--- src/rtl/grid_stream_reader_pkg.sv ---
// rtl/grid_stream_reader_pkg.sv - shared types and constants for grid_stream_reader
package grid_stream_reader_pkg;

  typedef enum logic [1:0] {
    IDLE  = 2'd0,
    READ  = 2'd1,
    DRAIN = 2'd2
  } state_t;

  localparam int FIFO_DEPTH = 2;

  // FIFO occupancy one cycle from now, counting the read whose data lands this cycle
  function automatic int fifo_level_next(input logic [1:0] count, input logic inflight,
                                         input logic pop);
    return int'(count) + int'(inflight) - int'(pop);
  endfunction

endpackage

--- src/rtl/grid_stream_reader_skid_fifo2.sv ---
// rtl/grid_stream_reader_skid_fifo2.sv - two-entry FIFO that absorbs RAM read latency
module skid_fifo2
  import grid_stream_reader_pkg::*;
#(
  parameter int WIDTH = 8
) (
  input  logic             clk,
  input  logic             rst,
  input  logic             push,
  input  logic [WIDTH-1:0] push_data,
  input  logic             pop,
  output logic [1:0]       count,
  output logic [WIDTH-1:0] head
);

  logic [WIDTH-1:0] mem [FIFO_DEPTH];
  logic             wr_ptr;
  logic             rd_ptr;
  logic             do_pop;

  assign do_pop = pop && (count != 2'd0);
  assign head   = mem[rd_ptr];

  // Storage, pointers and occupancy; push and pop in one cycle leave count unchanged
  always_ff @(posedge clk) begin
    if (rst) begin
      for (int i = 0; i < FIFO_DEPTH; i++) mem[i] <= '0;
      wr_ptr <= 1'b0;
      rd_ptr <= 1'b0;
      count  <= 2'd0;
    end else begin
      if (push) begin
        mem[wr_ptr] <= push_data;
        wr_ptr      <= ~wr_ptr;
      end
      if (do_pop) rd_ptr <= ~rd_ptr;
      count <= count + {1'b0, push} - {1'b0, do_pop};
    end
  end

endmodule

--- src/rtl/grid_stream_reader.sv ---
// rtl/grid_stream_reader.sv - raster-order grid RAM reader with valid/ready output (optional GRID_STREAM_READER_COORD_EN)
module grid_stream_reader
  import grid_stream_reader_pkg::*;
#(
  parameter int DATA_WIDTH    = 32,
  parameter int ADDRESS_WIDTH = 10,
  parameter int NX            = 16,
  parameter int NY            = 16
) (
  input  logic                     clk,
  input  logic                     rst,
  input  logic                     start,
  input  logic [ADDRESS_WIDTH-1:0] base_address,
  output logic [ADDRESS_WIDTH-1:0] read_address,
  input  logic [DATA_WIDTH-1:0]    ram_data,
  output logic [DATA_WIDTH-1:0]    out_data,
  output logic                     out_valid,
  input  logic                     out_ready,
  output logic                     out_last,
  output logic                     busy,
  output logic                     done
`ifdef GRID_STREAM_READER_COORD_EN
  ,
  output logic [((NX > 1) ? $clog2(NX) : 1)-1:0] out_x,
  output logic [((NY > 1) ? $clog2(NY) : 1)-1:0] out_y
`endif
);

  localparam int LAST_I = NX * NY - 1;
  localparam logic [ADDRESS_WIDTH:0] LAST_INDEX = LAST_I[ADDRESS_WIDTH:0];
`ifdef GRID_STREAM_READER_COORD_EN
  localparam int XW = (NX > 1) ? $clog2(NX) : 1;
  localparam int YW = (NY > 1) ? $clog2(NY) : 1;
  localparam logic [XW-1:0] X_LAST = XW'(NX - 1);
`endif

  typedef struct packed {
    logic [DATA_WIDTH-1:0] data;
    logic                  last;
`ifdef GRID_STREAM_READER_COORD_EN
    logic [XW-1:0]         x;
    logic [YW-1:0]         y;
`endif
  } payload_t;

  state_t                   state;
  logic [ADDRESS_WIDTH-1:0] base_q;
  logic [ADDRESS_WIDTH:0]   index;
  logic                     inflight;
  logic                     inflight_last;
  logic [1:0]               count;
  logic                     pop;
  logic                     issue;
  payload_t                 push_payload;
  payload_t                 head;
`ifdef GRID_STREAM_READER_COORD_EN
  logic [XW-1:0]            x_cnt;
  logic [YW-1:0]            y_cnt;
  logic [XW-1:0]            inflight_x;
  logic [YW-1:0]            inflight_y;
`endif

  // Issue only when the data returning next cycle is guaranteed a FIFO slot
  always_comb begin
    pop               = (count != 2'd0) && out_ready;
    issue             = (state == READ) && (fifo_level_next(count, inflight, pop) < FIFO_DEPTH);
    push_payload      = '0;
    push_payload.data = ram_data;
    push_payload.last = inflight_last;
`ifdef GRID_STREAM_READER_COORD_EN
    push_payload.x    = inflight_x;
    push_payload.y    = inflight_y;
`endif
  end

  assign out_valid = (count != 2'd0);
  assign out_data  = head.data;
  assign out_last  = head.last && out_valid;
`ifdef GRID_STREAM_READER_COORD_EN
  assign out_x     = head.x;
  assign out_y     = head.y;
`endif

  skid_fifo2 #(.WIDTH($bits(payload_t))) u_fifo (
    .clk       (clk),
    .rst       (rst),
    .push      (inflight),
    .push_data (push_payload),
    .pop       (pop),
    .count     (count),
    .head      (head)
  );

  // Sweep sequencing: address generation, in-flight tracking, busy/done
  always_ff @(posedge clk) begin
    if (rst) begin
      state         <= IDLE;
      base_q        <= '0;
      index         <= '0;
      read_address  <= '0;
      inflight      <= 1'b0;
      inflight_last <= 1'b0;
      busy          <= 1'b0;
      done          <= 1'b0;
    end else begin
      done          <= 1'b0;
      inflight      <= issue;
      inflight_last <= issue && (index == LAST_INDEX);
      if (done) busy <= 1'b0;
      case (state)
        IDLE: begin
          if (start) begin
            base_q       <= base_address;
            index        <= '0;
            read_address <= base_address;
            busy         <= 1'b1;
            state        <= READ;
          end
        end
        READ: begin
          if (issue) begin
            if (index == LAST_INDEX) begin
              state <= DRAIN;
            end else begin
              index        <= index + 1'b1;
              read_address <= base_q + index[ADDRESS_WIDTH-1:0] + ADDRESS_WIDTH'(1);
            end
          end
        end
        DRAIN: begin
          if (fifo_level_next(count, inflight, pop) == 0) begin
            done  <= 1'b1;
            state <= IDLE;
          end
        end
        default: state <= IDLE;
      endcase
    end
  end

`ifdef GRID_STREAM_READER_COORD_EN
  // Raster coordinates of the next read, tagged onto the read as it issues
  always_ff @(posedge clk) begin
    if (rst) begin
      x_cnt      <= '0;
      y_cnt      <= '0;
      inflight_x <= '0;
      inflight_y <= '0;
    end else begin
      if (state == IDLE && start) begin
        x_cnt <= '0;
        y_cnt <= '0;
      end else if (issue) begin
        if (x_cnt == X_LAST) begin
          x_cnt <= '0;
          y_cnt <= y_cnt + YW'(1);
        end else begin
          x_cnt <= x_cnt + XW'(1);
        end
      end
      if (issue) begin
        inflight_x <= x_cnt;
        inflight_y <= y_cnt;
      end
    end
  end
`endif

endmodule

--- config.mk ---
export PLATFORM = sky130hd
export DESIGN_NAME = grid_stream_reader
export DESIGN_NICKNAME = d
export VERILOG_FILES = /design/src/rtl/grid_stream_reader_pkg.sv /design/src/rtl/grid_stream_reader_skid_fifo2.sv /design/src/rtl/grid_stream_reader.sv
export SDC_FILE = /design/constraint.sdc
export NUM_CORES = 1
export LEC_CHECK = 0
export ABC_CLOCK_PERIOD_IN_PS = 3000
export CAP_MARGIN = 15
export CORE_UTILIZATION = 53
export CTS_CLUSTER_SIZE = 20
export DETAILED_ROUTE_END_ITERATION = 10
export PLACE_DENSITY = 0.8
export SETUP_SLACK_MARGIN = 0.1
export SLEW_MARGIN = 20
export SYNTH_ARGS = -nofsm -noshare
export SYNTH_HDL_FRONTEND = slang
export SYNTH_SLANG_ARGS = --single-unit
--- constraint.sdc ---
create_clock -name clk -period 3 [get_ports clk]
set_input_delay 0.3 -clock clk [delete_from_list [all_inputs] [get_ports clk]]
set_output_delay 0.3 -clock clk [all_outputs]
set_load 0.01 [all_outputs]
## After elaboration in Yosys (flattened, before gate mapping)

Memory sizes are Yosys's and may differ from the RTL's. A register that Yosys moved wholly into a read port is not among the register bits.
Index checks and enable logic that the tools add are counted.

| word-level totals | value |
|---|---|
| RAM bits | 66 |
| memories | 1 |
| register bits after elaboration | 41 |
| logic and storage cells | 72 |
| bits of input ports | 46 |
| output and inout bits | 46 |

| cells by class | value |
|---|---|
| eq/ne operators | 8 |
| magnitude comparators | 1 |
| multiplexer cells | 27 |
| $add $sub $neg | 7 |
| reductions and logical operators | 14 |
| bitwise operators | 3 |

Memory list:

| name | words | bits a word | rd ports | clocked after Yosys merged registers in | write ports | RTL line | text |
|---|---|---|---|---|---|---|---|
| u_fifo.mem | 2 | 33 | 1 | 1 | 2 | grid_stream_reader_skid_fifo2.sv:16 | `logic [WIDTH-1:0] mem [FIFO_DEPTH];` |

Operators with widths:

| kind | number |
|---|---|
| 2-to-1 mux 11 bit | 3 |
| 2-to-1 mux 33 bit | 1 |
| OR reduction 33 bit | 1 |
| zero test 32 bit | 1 |
| < comparator 32 x 3 -> 1 bit (second input constant) | 1 |
| 2-to-1 mux 10 bit | 3 |
| case mux 11 bit (2 select lines) | 1 |
| case mux 10 bit (2 select lines) | 1 |
| 2-to-1 mux 1 bit | 13 |
| adder 11 x 1 -> 11 bit (second input constant) | 1 |
| equality test 11 x 8 -> 1 bit (second input constant) | 1 |
| adder 10 x 1 -> 10 bit (second input constant) | 1 |
| adder 10 bit | 1 |
| 2-to-1 mux 2 bit | 4 |
| != test 2 bit (second input constant) | 4 |
| AND reduction 4 bit | 2 |
| case mux 2 bit (3 select lines) | 1 |
| logical AND 1 bit | 5 |
| nonzero test 2 bit | 2 |
| subtractor 3 x 1 -> 4 bit | 1 |
| adder 2 x 1 -> 3 bit | 1 |
| inverter 1 bit | 3 |
| adder 2 x 1 -> 2 bit | 1 |
| equality test 2 x 1 -> 1 bit (second input constant) | 1 |
| other kinds (6) | 6 |

## Depth between registers and ports, before layout

Gate-level depths: netlist of the first run.

| logic depth | value |
|---|---|
| depth in word-level cells | 7 |
| gate-level depth with buffers | 14 |
| gate-level depth less buffers | 13 |

## Modules after synthesis

Synthesis of the first run repeated with hierarchy kept, for this count alone.

| unflattened totals | value |
|---|---|
| cells, all modules | 492 |
| area, all modules | 5397.7 µm² |

Modules (own cells, without submodules):

| module | cells an instance | seq. area each (µm²) | area each (µm²) | instances |
|---|---|---|---|---|
| skid_fifo2 | 236 | 2082.0 | 3304.4 | 1 |
| grid_stream_reader | 256 | 740.7 | 2093.3 | 1 |

## Worst setup path before layout of the first run

OpenSTA, ideal clock, no wires.

| path | value |
|---|---|
| kind | reg-to-reg |
| from | register u_fifo.count[1] |
| to | register index[3] |
| setup time | 126 ps |
| cell stages (with the launch flop) | 15 |
| required time | 2874 ps |
| arrival | 2709 ps |
| period minus slack after synthesis | 2835 ps |
| buffers on the path | 1 |
| path slack | 165 ps |
| path through | dfxtp_1 > inv_1 > nand2_1 > and2_1 > ha_1 > inv_1 > ha_1 > fa_1 > xnor2_1 > o22ai_2 > a31o_2 > buf_6 > nand3_1 > xor2_1 > nor2_1 |

| on the way | value |
|---|---|
| cells in the longest elaborated chain, start to end | 7 |
| elaborated cells between the ends (all ways) | 8 |
| classes of those cells | 2 x add/sub; 1 x order compare; 1 x eq/ne; 4 x reduce/logical |

Ends and longest elaborated chain:

| what | RTL line | text |
|---|---|---|
| start, declared | grid_stream_reader_skid_fifo2.sv:12 | `output logic [1:0] count,` |
| start signal, assigned | grid_stream_reader_skid_fifo2.sv:37 | `count <= count + {1'b0, push} - {1'b0, do_pop};` |
| nonzero test 2 bit | -- |  |
| via out_valid | grid_stream_reader.sv:17 | `output logic out_valid,` |
| logical AND 1 bit | grid_stream_reader.sv:65 | `pop = (count != 2'd0) && out_ready;` |
| subtractor 3 x 1 -> 4 bit | grid_stream_reader_pkg.sv:15 | `return int'(count) + int'(inflight) - int'(pop);` |
| < comparator 32 x 3 -> 1 bit | grid_stream_reader.sv:66 | `issue = (state == READ) && (fifo_level_next(count, inflight, pop) < FIFO_DEPTH);` |
| logical AND 1 bit | grid_stream_reader.sv:66 |  |
| != test 2 bit (no line) | -- |  |
| AND reduction 4 bit (no line) | -- |  |
| end signal, assigned | grid_stream_reader.sv:125 | `index <= index + 1'b1;` |
| end, declared | grid_stream_reader.sv:48 | `logic [ADDRESS_WIDTH:0] index;` |

The timed path passes the listed nets, and every way through them passes these cells.
A chain may end at the register's enable or synchronous reset.

## Final worst setup path of the first run

| path | value |
|---|---|
| from | register u_fifo.count[0] |
| to | register index[10] |

| on the way | value |
|---|---|
| cells in the longest elaborated chain, start to end | 7 |
| elaborated cells between the ends (all ways) | 8 |
| classes of those cells | 2 x add/sub; 1 x order compare; 1 x eq/ne; 4 x reduce/logical |

Ends and longest elaborated chain:

| what | RTL line |
|---|---|
| parallel branches: the longest is 2 deep, another holds adder 2 x 1 -> 3 bit | -- |
| subtractor 3 x 1 -> 4 bit (*) | grid_stream_reader_pkg.sv:15 |
| < comparator 32 x 3 -> 1 bit (*) | grid_stream_reader.sv:66 |
| logical AND 1 bit (*) | grid_stream_reader.sv:66 |
| != test 2 bit (no line) (*) | -- |
| AND reduction 4 bit (no line) (*) | -- |

Mark *: on every way between the ends.

==> metrics.md, run 1 <==
| Metric | Value |
|---|---|
| CTS sink count | 108 |
| Worst vdd ir | 0.000286 V |
| Hold path start | read_address[4] |
| Die height | 100 µm |
| CTS max path bufs | 2 |
| CP arrival | 3.02 ns |
| Max-cap viol count | 0 |
| Clock root buffer | clkbuf_8 |
| CTS buffer count | 9 |
| Peak Freq | 0.361 GHz |
| GRT Util Overall | 0.224 |
| First-pass DRT Iterations | 4 |
| Setup ws final | 0.227 ns |
| Crit-path slowest cell | fa_2 |
| Routability cong. | 0.936 |
| RSZ-0062 raised after global routing | yes |
| Post-synth EDFFs | 66 |
| Final nets | 614 |
| Netlist cell types | 45 |
| Synth area leaders | edfxtp_1 (39%), dfxtp_1 (16%), and2_1 (8.6%), mux2_2 (7.0%), ha_1 (3.7%) |
| Status | complete, no violations |
| Antenna cells | 0 |
| Clk slew on worst S/H paths | 0.11 ns |
| Placed cell areas | 6220 µm² |
| Via count | 3708 |
| CTS tree | yes |
| Antenna-violating nets left | 0 |
| Startpoint types | flop |
| YS warnings | 0 |
| LEAKAGE | 2.47 nW |
| Worst r2r src | u_fifo.count[0] |
| IO Pins | 92 |
| Final hold vios | 0 |
| Required time worst endpoint | 3.25 ns |
| DRC viols | 0 |
| H-tree levels | 3 |
| Max-slew violation count | 0 |
| Hold WC Path Type | reg -> reg |
| Clk_skew | 0.0125 ns |
| Die Width | 100 µm |
| Post-route cell area | 6430 µm² |
| Input/output buffers | 91 |
| Synth top cells by count | and2_1 (70), edfxtp_1 (66), dfxtp_1 (42), nand2_1 (42), mux2_2 (32) |
| Slew headroom | 0.459 |
| Dpl hpwl | 7.67 mm |
| Crit-path cells | inv_2 > nand2_1 > and2_1 > ha_1 > inv_1 > ha_1 > fa_2 > xnor2_2 > o22ai_2 > a31o_2 > buf_12 > nand3_1 > xor2_1 > nor2_1 |
| # setup viols final | 0 |
| Largest net degree at the start of global routing | 34 |
| Clock Latency Late Sink | 0.37 ns |
| Ys flop type | edfxtp_1 |
| Hold path cells | 2 |
| Initial DRC count | 164 |
| Cell mode on critical path | ha_1 |
| P&R area growth vs syn | 25.6% |
| Slowest Stage Delay on Critical Path | 0.37 ns |
| Setup TNS | 0 ns |
| FFs w/ async S/R, synth | 0 |
| Hold_buf cts | 0 |
| Synth Register Bits | 108 |
| R2R depth | 14 |
| Synth top area share | 0.387 |
| Critical path capture point type | flop |
| FP Rows | 35 |
| RR Endpoint | index[10] |
| Routed len/inst | 16.1 µm |
| Syn Std Cell Area | 5120 µm² |
| Routed WL | 11.0 mm |
| Vias in the first global route | 3603 |
| Cells after Synth | 456 |
| Mean Syn Cell Area | 11.2 µm² |
| Sequential element share of the synthesized area | 0.551 |
| Buffers & Inverters on Critical Path | 3 |
| Dpl ws | -0.0920 ns |
| Die area | 10100 µm² |
| Core footprint | 9280 µm² |
| Min-Delay Endpoint | read_address[4] |
| First-pass GRT wire length | 17.2 mm |
| Actual slew at the worst max-slew pin | 0.812 ns |
| Cell area power density | 646 nW/µm² |
| Share of layout cells above drive strength 1 | 0.138 |
| Net Count, Synth | 519 |
| Initial Util | 0.551 |
| Antenna violations before repair | 0 |
| Vias per cell | 5.41 |
| Worst Path Class, Setup | reg -> reg |
| Area leader, netlist | edfxtp_1 |
| Count leader, synth | and2_1 |
| CP max FO | 16 |
| Gr ovfl total | 0 |
| Family with the most delay on the worst path | adder cells |
| Crit path time final | 2.77 ns |
| R2R setup slack | 0.23 ns |
| Tcrit/Tclk final | 0.924 |
| Finished Core Util | 0.693 |
## tightest hold or removal path, stage by stage, from the launching register on
cell	delay, ns
dfxtp_1	0.33
nand2_1	0.05
a21oi_1	0.05
## worst max-delay path by stage
stage / start / to / slack (ns) / cells past startpoint
after floorplan: u_fifo.count[1] / index[3] / 0.16 / 14
after global routing: u_fifo.count[0] / index[10] / 0.09 / 14
after CTS: u_fifo.count[0] / index[10] / 0.13 / 14
final: u_fifo.count[0] / index[10] / 0.23 / 14
after detailed placement: out_ready / index[10] / -0.09 / 13
after global placement: out_ready / index[9] / 0.05 / 13
## cell families (layout without fill, tap and decap cells)
family / Yosys count / after routing / share of synthesized area
adder cells (fa/ha/maj): 17 / 17 / 0.0445
multiplexers: 34 / 34 / 0.0743
AO/OA/AOI/OAI: 65 / 65 / 0.0814
AND/OR/NAND/NOR: 178 / 178 / 0.186
flip-flops: 108 / 108 / 0.551
XOR/XNOR: 20 / 20 / 0.0342
buffers and inverters: 34 / 134 / 0.0279
## metrics by stage
stage	power [W]	instances	hold slack (ns)
after floorplan	0.00265	456	0.436
after global placement	0.00327	668	0.441
after detailed placement	0.00331	668	0.453
after CTS	0.00415	684	0.469
after global routing	0.00437	685	0.485
final	0.00415	685	0.466
## state kept, by name, summed over array words and instances, names as in the netlist, named ones only
name / cells
base_q: 10
busy: 1
done: 1
index: 11
inflight: 1
inflight_last: 1
read_address: 10
state: 2
u_fifo.count: 2
u_fifo.mem: 66
u_fifo.rd_ptr: 1
u_fifo.wr_ptr: 1
## per-layer routing
metal | vias up | share of wire | track usage
met3 | 12 | 0.051 | 0.0460
li1 | 1789 | - | -
met2 | 96 | 0.52 | 0.390
met4 | 0 | 0.015 | 0.0870
met1 | 1811 | 0.42 | 0.273
met5 | - | 0 | 0
## cells in the final DEF, fill, tap and decap left out, drive strengths merged, types with 8 or more instances in the layout
cell type      instances
clkdlybuf4s50         91
nor2                  25
and2                  71
inv                   15
xnor2                  9
o21ai                  8
clkbuf                10
ha                    15
xor2                  11
nand3                 11
mux2                  32
edfxtp                66
nand2                 42
dfxtp                 42
buf                   15
a21oi                 27
## repair_timing
action | 4_1_cts | 5_1_grt
setup buffers | 0 | 1
pin swaps | 0 | 5
endpoints found under the setup margin | 14 | 21
resized for setup | 3 | 3
## report_power, final
group	switching, W	internal, W	leakage [nW]
Combinational	0.000681	0.000804	1.35
Sequential	0.0000747	0.00176	1.03
Clock	0.000516	0.000318	0.0894
## final cells by class
type	instances	area, µm²
multi-input cells	314	2180
fillers	725	2850
clock buffers	10	128
repair buffers	106	1040
inverters	12	45.0
well taps	129	161
flip-flops and latches	108	2830
clock inverters	6	53.8
No activity file was read; power rests on OpenSTA's default activity.
==> inputs of run 2 (changes only) <==
PLACE_DENSITY = 0.85   (was 0.8)
==> metrics.md, run 2 (synthesis gave the netlist of run 1 again) <==
| Metric | Value |
|---|---|
| DRC viols | 0 |
| Family with the most delay on the worst path | adder cells |
| Hold WC Path Type | reg -> reg |
| LEAKAGE | 2.47 nW |
| Crit-path slowest cell | fa_2 |
| Share of layout cells above drive strength 1 | 0.140 |
| Crit path time final | 2.71 ns |
| Final nets | 616 |
| Most common cell after layout, fill and taps aside | clkdlybuf4s50_1 |
| # setup viols final | 0 |
| Clock root buffer | clkbuf_8 |
| Peak Freq | 0.368 GHz |
| Largest net degree at the start of global routing | 34 |
| Clk_skew | 0.0154 ns |
| First-pass DRT Iterations | 4 |
| GR Util met3 | 0.0446 |
| Die height | 100 µm |
| Hold path cells | 2 |
| Status | complete, no violations |
| Buffers & Inverters on Critical Path | 3 |
| Die area | 10100 µm² |
| GRT Util Overall | 0.224 |
| CTS buffer count | 9 |
| RR Endpoint | index[9] |
| CTS max path bufs | 2 |
| Die Width | 100 µm |
| Final cell count without fillers | 687 |
| Biggest register | u_fifo.mem |
| R2R depth | 13 |
| Filler cells | 733 |
| Core footprint | 9280 µm² |
| Worst r2r src | u_fifo.count[1] |
| H-tree levels | 3 |
| CP max FO | 9 |
| Via count | 3710 |
| IO Pins | 92 |
| Largest regs | u_fifo.mem x66, index x11 |
| First-pass GRT wire length | 17.5 mm |
| Antenna cells | 0 |
| Final hold vios | 0 |
| Min Hold Slack | 0.459 ns |
| Critical path capture point type | flop |
| Slowest Stage Delay on Critical Path | 0.55 ns |
| Antenna-violating nets left | 0 |
| Max-cap viol count | 0 |
| P&R area growth vs syn | 25.8% |
| Setup TNS | 0 ns |
| Worst vdd ir | 0.000387 V |
| Crit-path cells | inv_1 > nand2_1 > and2_4 > ha_1 > inv_1 > ha_1 > fa_2 > o22ai_2 > a31o_2 > buf_12 > nand4_1 > xor2_1 > nor2_1 |
| Actual slew at the worst max-slew pin | 0.807 ns |
| FP Rows | 35 |
| Total power | 0.00417 W |
| Startpoint types | flop |
| Tcrit/Tclk final | 0.905 |
| Routability cong. | 0.987 |
| M1 GR Usage | 0.275 |
| Max reg flops | 66 |
| Vias per cell | 5.40 |
| M2 GR Usage | 0.398 |
| Max-slew violation count | 0 |
| Min-Delay Endpoint | read_address[7] |
| Input/output buffers | 91 |
| Routed WL | 11.0 mm |
| Routed len/inst | 16.0 µm |
| Clock Latency Late Sink | 0.37 ns |
| R2R setup slack | 0.29 ns |
| CP arrival | 2.96 ns |
| CTS tree | yes |
| Dpl cells | 670 |
| GRT Max-Usage Layer | met2 |
| Cell area power density | 647 nW/µm² |
| Hold path start | read_address[7] |
| CTS sink count | 108 |
| Slew headroom | 0.462 |
| Clk slew on worst S/H paths | 0.11 ns |
| Required time worst endpoint | 3.24 ns |
| Dpl hpwl | 7.68 mm |
| Initial Util | 0.551 |
| Most frequent cells in the layout | clkdlybuf4s50_1 (91), and2_1 (69), edfxtp_1 (66) |
| Worst Path Class, Setup | reg -> reg |
| Gr ovfl total | 0 |
| RSZ-0062 raised after global routing | no |
| Initial DRC count | 167 |
| Vias in the first global route | 3678 |
| Antenna violations before repair | 0 |
[run 2: how the worst max path moves through the flow]
stage                          startpoint        to  slack, ns  depth (start not counted)
final                     u_fifo.count[1]  index[9]       0.29                         13
after global routing      u_fifo.count[1]  index[9]        0.1                         14
after CTS                 u_fifo.count[1]  index[9]       0.13                         14
after detailed placement        out_ready  index[7]      -0.02                         13
after global placement          out_ready  index[9]       0.07                         13
after floorplan           u_fifo.count[1]  index[3]       0.16                         14
[run 2: metrics by stage]
stage | setup slack [ns] | instance area [µm²] | util
floorplan | 0.165 | 5120 | -
global placement | 0.0669 | 6240 | 0.672
finish | 0.286 | 6440 | 0.694
CTS | 0.126 | 6420 | 0.691
global route | 0.0971 | 6440 | 0.694
detailed placement | -0.0158 | 6240 | 0.672
[run 2: where the power goes]
group | internal (W) | switching, W | total, W
clock network | 0.000318 | 0.000523 | 0.000841
registers | 0.00176 | 0.0000698 | 0.00183
logic | 0.000815 | 0.000680 | 0.00149
[run 2: final cells by class]
class / count / area [µm²] / area share
Clock inverter: 6 / 52.6 / 0.00816
Inverter: 12 / 45.0 / 0.00699
Timing Repair Buffer: 108 / 1050 / 0.163
Clock buffer: 10 / 128 / 0.0198
Sequential cell: 108 / 2830 / 0.439
Tap cell: 129 / 161 / 0.0251
Multi-Input combinational cell: 314 / 2180 / 0.338
[run 2: repair_timing]
| item | 4_1_cts | 5_1_grt |
|---|---|---|
| buffers inserted | 0 | 1 |
| setup endpoints to repair | 0 | 22 |
| hold buffers | 0 | 0 |
| gates resized for setup | 0 | 5 |
[run 2: metal layers]
layer,vias up,share of wire
met1,1790,0.42
met3,14,0.058
met2,111,0.51
li1,1795,-
met5,-,0
met4,0,0.011
[run 2: worst reg2reg max path, stage by stage, from the launching register on]
cell	delay, ns
dfxtp_4	0.36
inv_1	0.06
nand2_1	0.08
and2_4	0.17
ha_1	0.26
inv_1	0.03
ha_1	0.20
fa_2	0.56
o22ai_2	0.11
a31o_2	0.29
buf_12	0.14
nand4_1	0.11
xor2_1	0.17
nor2_1	0.06
==> inputs of run 3 (changes only) <==
ABC_AREA = 0   (was unset)
CELL_PAD_IN_SITES_DETAIL_PLACEMENT = 0   (was unset)
CELL_PAD_IN_SITES_GLOBAL_PLACEMENT = 2   (was unset)
CORE_UTILIZATION = 34   (was 53)
PLACE_DENSITY = 0.84   (was 0.85)
==> metrics.md, run 3 (synthesis gave the netlist of run 1 again) <==
| Metric | Value |
|---|---|
| Die height | 125 µm |
| Slew headroom | 0.685 |
| Crit path time final | 2.72 ns |
| Status | complete, no violations |
| Dpl hpwl | 7.58 mm |
| Cell area power density | 671 nW/µm² |
| Required time worst endpoint | 3.23 ns |
| Most frequent cells in the layout | clkdlybuf4s50_1 (91), and2_1 (70), edfxtp_1 (66) |
| Largest net degree at the start of global routing | 39 |
| Clk_skew | 0.00894 ns |
| Largest regs | u_fifo.mem x66, index x11 |
| # setup viols final | 0 |
| Worst vdd ir | 0.000279 V |
| Final nets | 616 |
| Share of layout cells above drive strength 1 | 0.136 |
| First-pass GRT wire length | 18.4 mm |
| Worst Path Class, Setup | reg -> reg |
| Antenna-violating nets left | 0 |
| CP max FO | 16 |
| Dpl ws | -0.00750 ns |
| Setup repair bufs after CTS | 0 |
| First-pass DRT Iterations | 4 |
| Final hold vios | 0 |
| Most common cell after layout, fill and taps aside | clkdlybuf4s50_1 |
| Via count | 3663 |
| Max reg flops | 66 |
| Setup TNS | 0 ns |
| Peak Freq | 0.368 GHz |
| Filler cells | 1308 |
| Die area | 15600 µm² |
| Max-cap viol count | 0 |
| IO Pins | 92 |
| Vias in the first global route | 3719 |
| CTS sink count | 108 |
| Placed cell areas | 6330 µm² |
| Min Hold Slack | 0.463 ns |
| Routed WL | 11.3 mm |
| Setup ws final | 0.281 ns |
| Clock Latency Late Sink | 0.35 ns |
| GRT Util Overall | 0.150 |
| Max-slew violation count | 0 |
| Core footprint | 14600 µm² |
| Initial Util | 0.351 |
| Critical path capture point type | flop |
| RSZ-0062 raised after global routing | no |
| Tcrit/Tclk final | 0.906 |
| Hold_buf cts | 0 |
| Routed len/inst | 15.2 µm |
| Gr ovfl total | 0 |
| Clock root buffer | clkbuf_16 |
| Finished Core Util | 0.454 |
| Antenna violations before repair | 0 |
| Biggest register | u_fifo.mem |
| Crit-path slowest cell | fa_2 |
| Hold WC Path Type | reg -> reg |
| Slowest Stage Delay on Critical Path | 0.37 ns |
| FP Rows | 44 |
| Routability cong. | 0.794 |
| CTS tree | yes |
| Vias per cell | 4.94 |
| H-tree levels | 3 |
| Actual slew at the worst max-slew pin | 0.473 ns |
| LEAKAGE | 2.53 nW |
| Clk slew on worst S/H paths | 0.07 ns |
| CTS max path bufs | 2 |
| Post-route cell area | 6620 µm² |
| Input/output buffers | 91 |
| CP arrival | 2.95 ns |
| Startpoint types | flop |
| Buffers & Inverters on Critical Path | 3 |
| Antenna cells | 0 |
| Crit-path cells | inv_1 > nand2_1 > and2_1 > ha_1 > inv_1 > ha_1 > fa_2 > xnor2_2 > o22ai_2 > a31o_2 > buf_12 > nand4_1 > xor2_1 > nor2_1 |
| Family with the most delay on the worst path | adder cells |
| Initial DRC count | 173 |
| Die Width | 125 µm |
| P&R area growth vs syn | 29.3% |
| CTS buffer count | 9 |
| DRC viols | 0 |
[run 3: cell types whose count changed in the layout (fill, tap and decap cells not counted), sizes merged]
cell,change
clkbuf,-1
clkinv,+3
clkinvlp,-1
inv,-1
[run 3: worst paths after layout]
| kind | to | depth (start not counted) | from | slack, ns |
|---|---|---|---|---|
| setup / recovery | index[9] | 14 | u_fifo.count[1] | 0.28 |
| hold / removal | base_q[0] | 2 | base_q[0] | 0.46 |
| setup reg to reg | index[9] | 14 | u_fifo.count[1] | 0.28 |
| hold reg to reg | base_q[0] | 2 | base_q[0] | 0.46 |
[run 3: layout make-up]
class                      count  area, µm²  share of cell area
clock buffer                   9        225              0.0340
clock inverter                 7       57.6             0.00870
inverter                      12       45.0             0.00681
multi-input combinational    314       2170               0.329
sequential                   108       2820               0.426
tap                          184        230              0.0348
timing repair buffer         108       1060               0.161
[run 3: worst min-delay path: cells and delay by family, from the launching register on]
kind,cells,cell delay (ns)
DFF,1,0.31
and+or+nand+nor,1,0.05
AOI/OAI and AO/OA,1,0.05
[run 3: per-stage QoR]
step                      cells  total power, W
after global placement      726         0.00331
after global routing        742         0.00469
final                       742         0.00444
after detailed placement    726         0.00333
after CTS                   742         0.00448
after floorplan             456         0.00265
[run 3: timing repair]
item | in CTS | in global routing
resized for setup | 0 | 2
hold endpoints to repair | 0 | 0
endpoints found under the setup margin | 0 | 13
[run 3: metal layers]
metal	vias to the layer above	share of wire	track usage
li1	1797	-	-
met1	1782	0.47	0.191
met2	76	0.48	0.253
met3	8	0.042	0.0344
met4	0	0.0099	0.0454
met5	-	0	0
[run 3: where the power goes]
| group | total, W | internal [W] | switching [W] |
|---|---|---|---|
| clock | 0.00114 | 0.000576 | 0.000562 |
| combinational | 0.00147 | 0.000797 | 0.000678 |
| sequential | 0.00183 | 0.00176 | 0.0000722 |
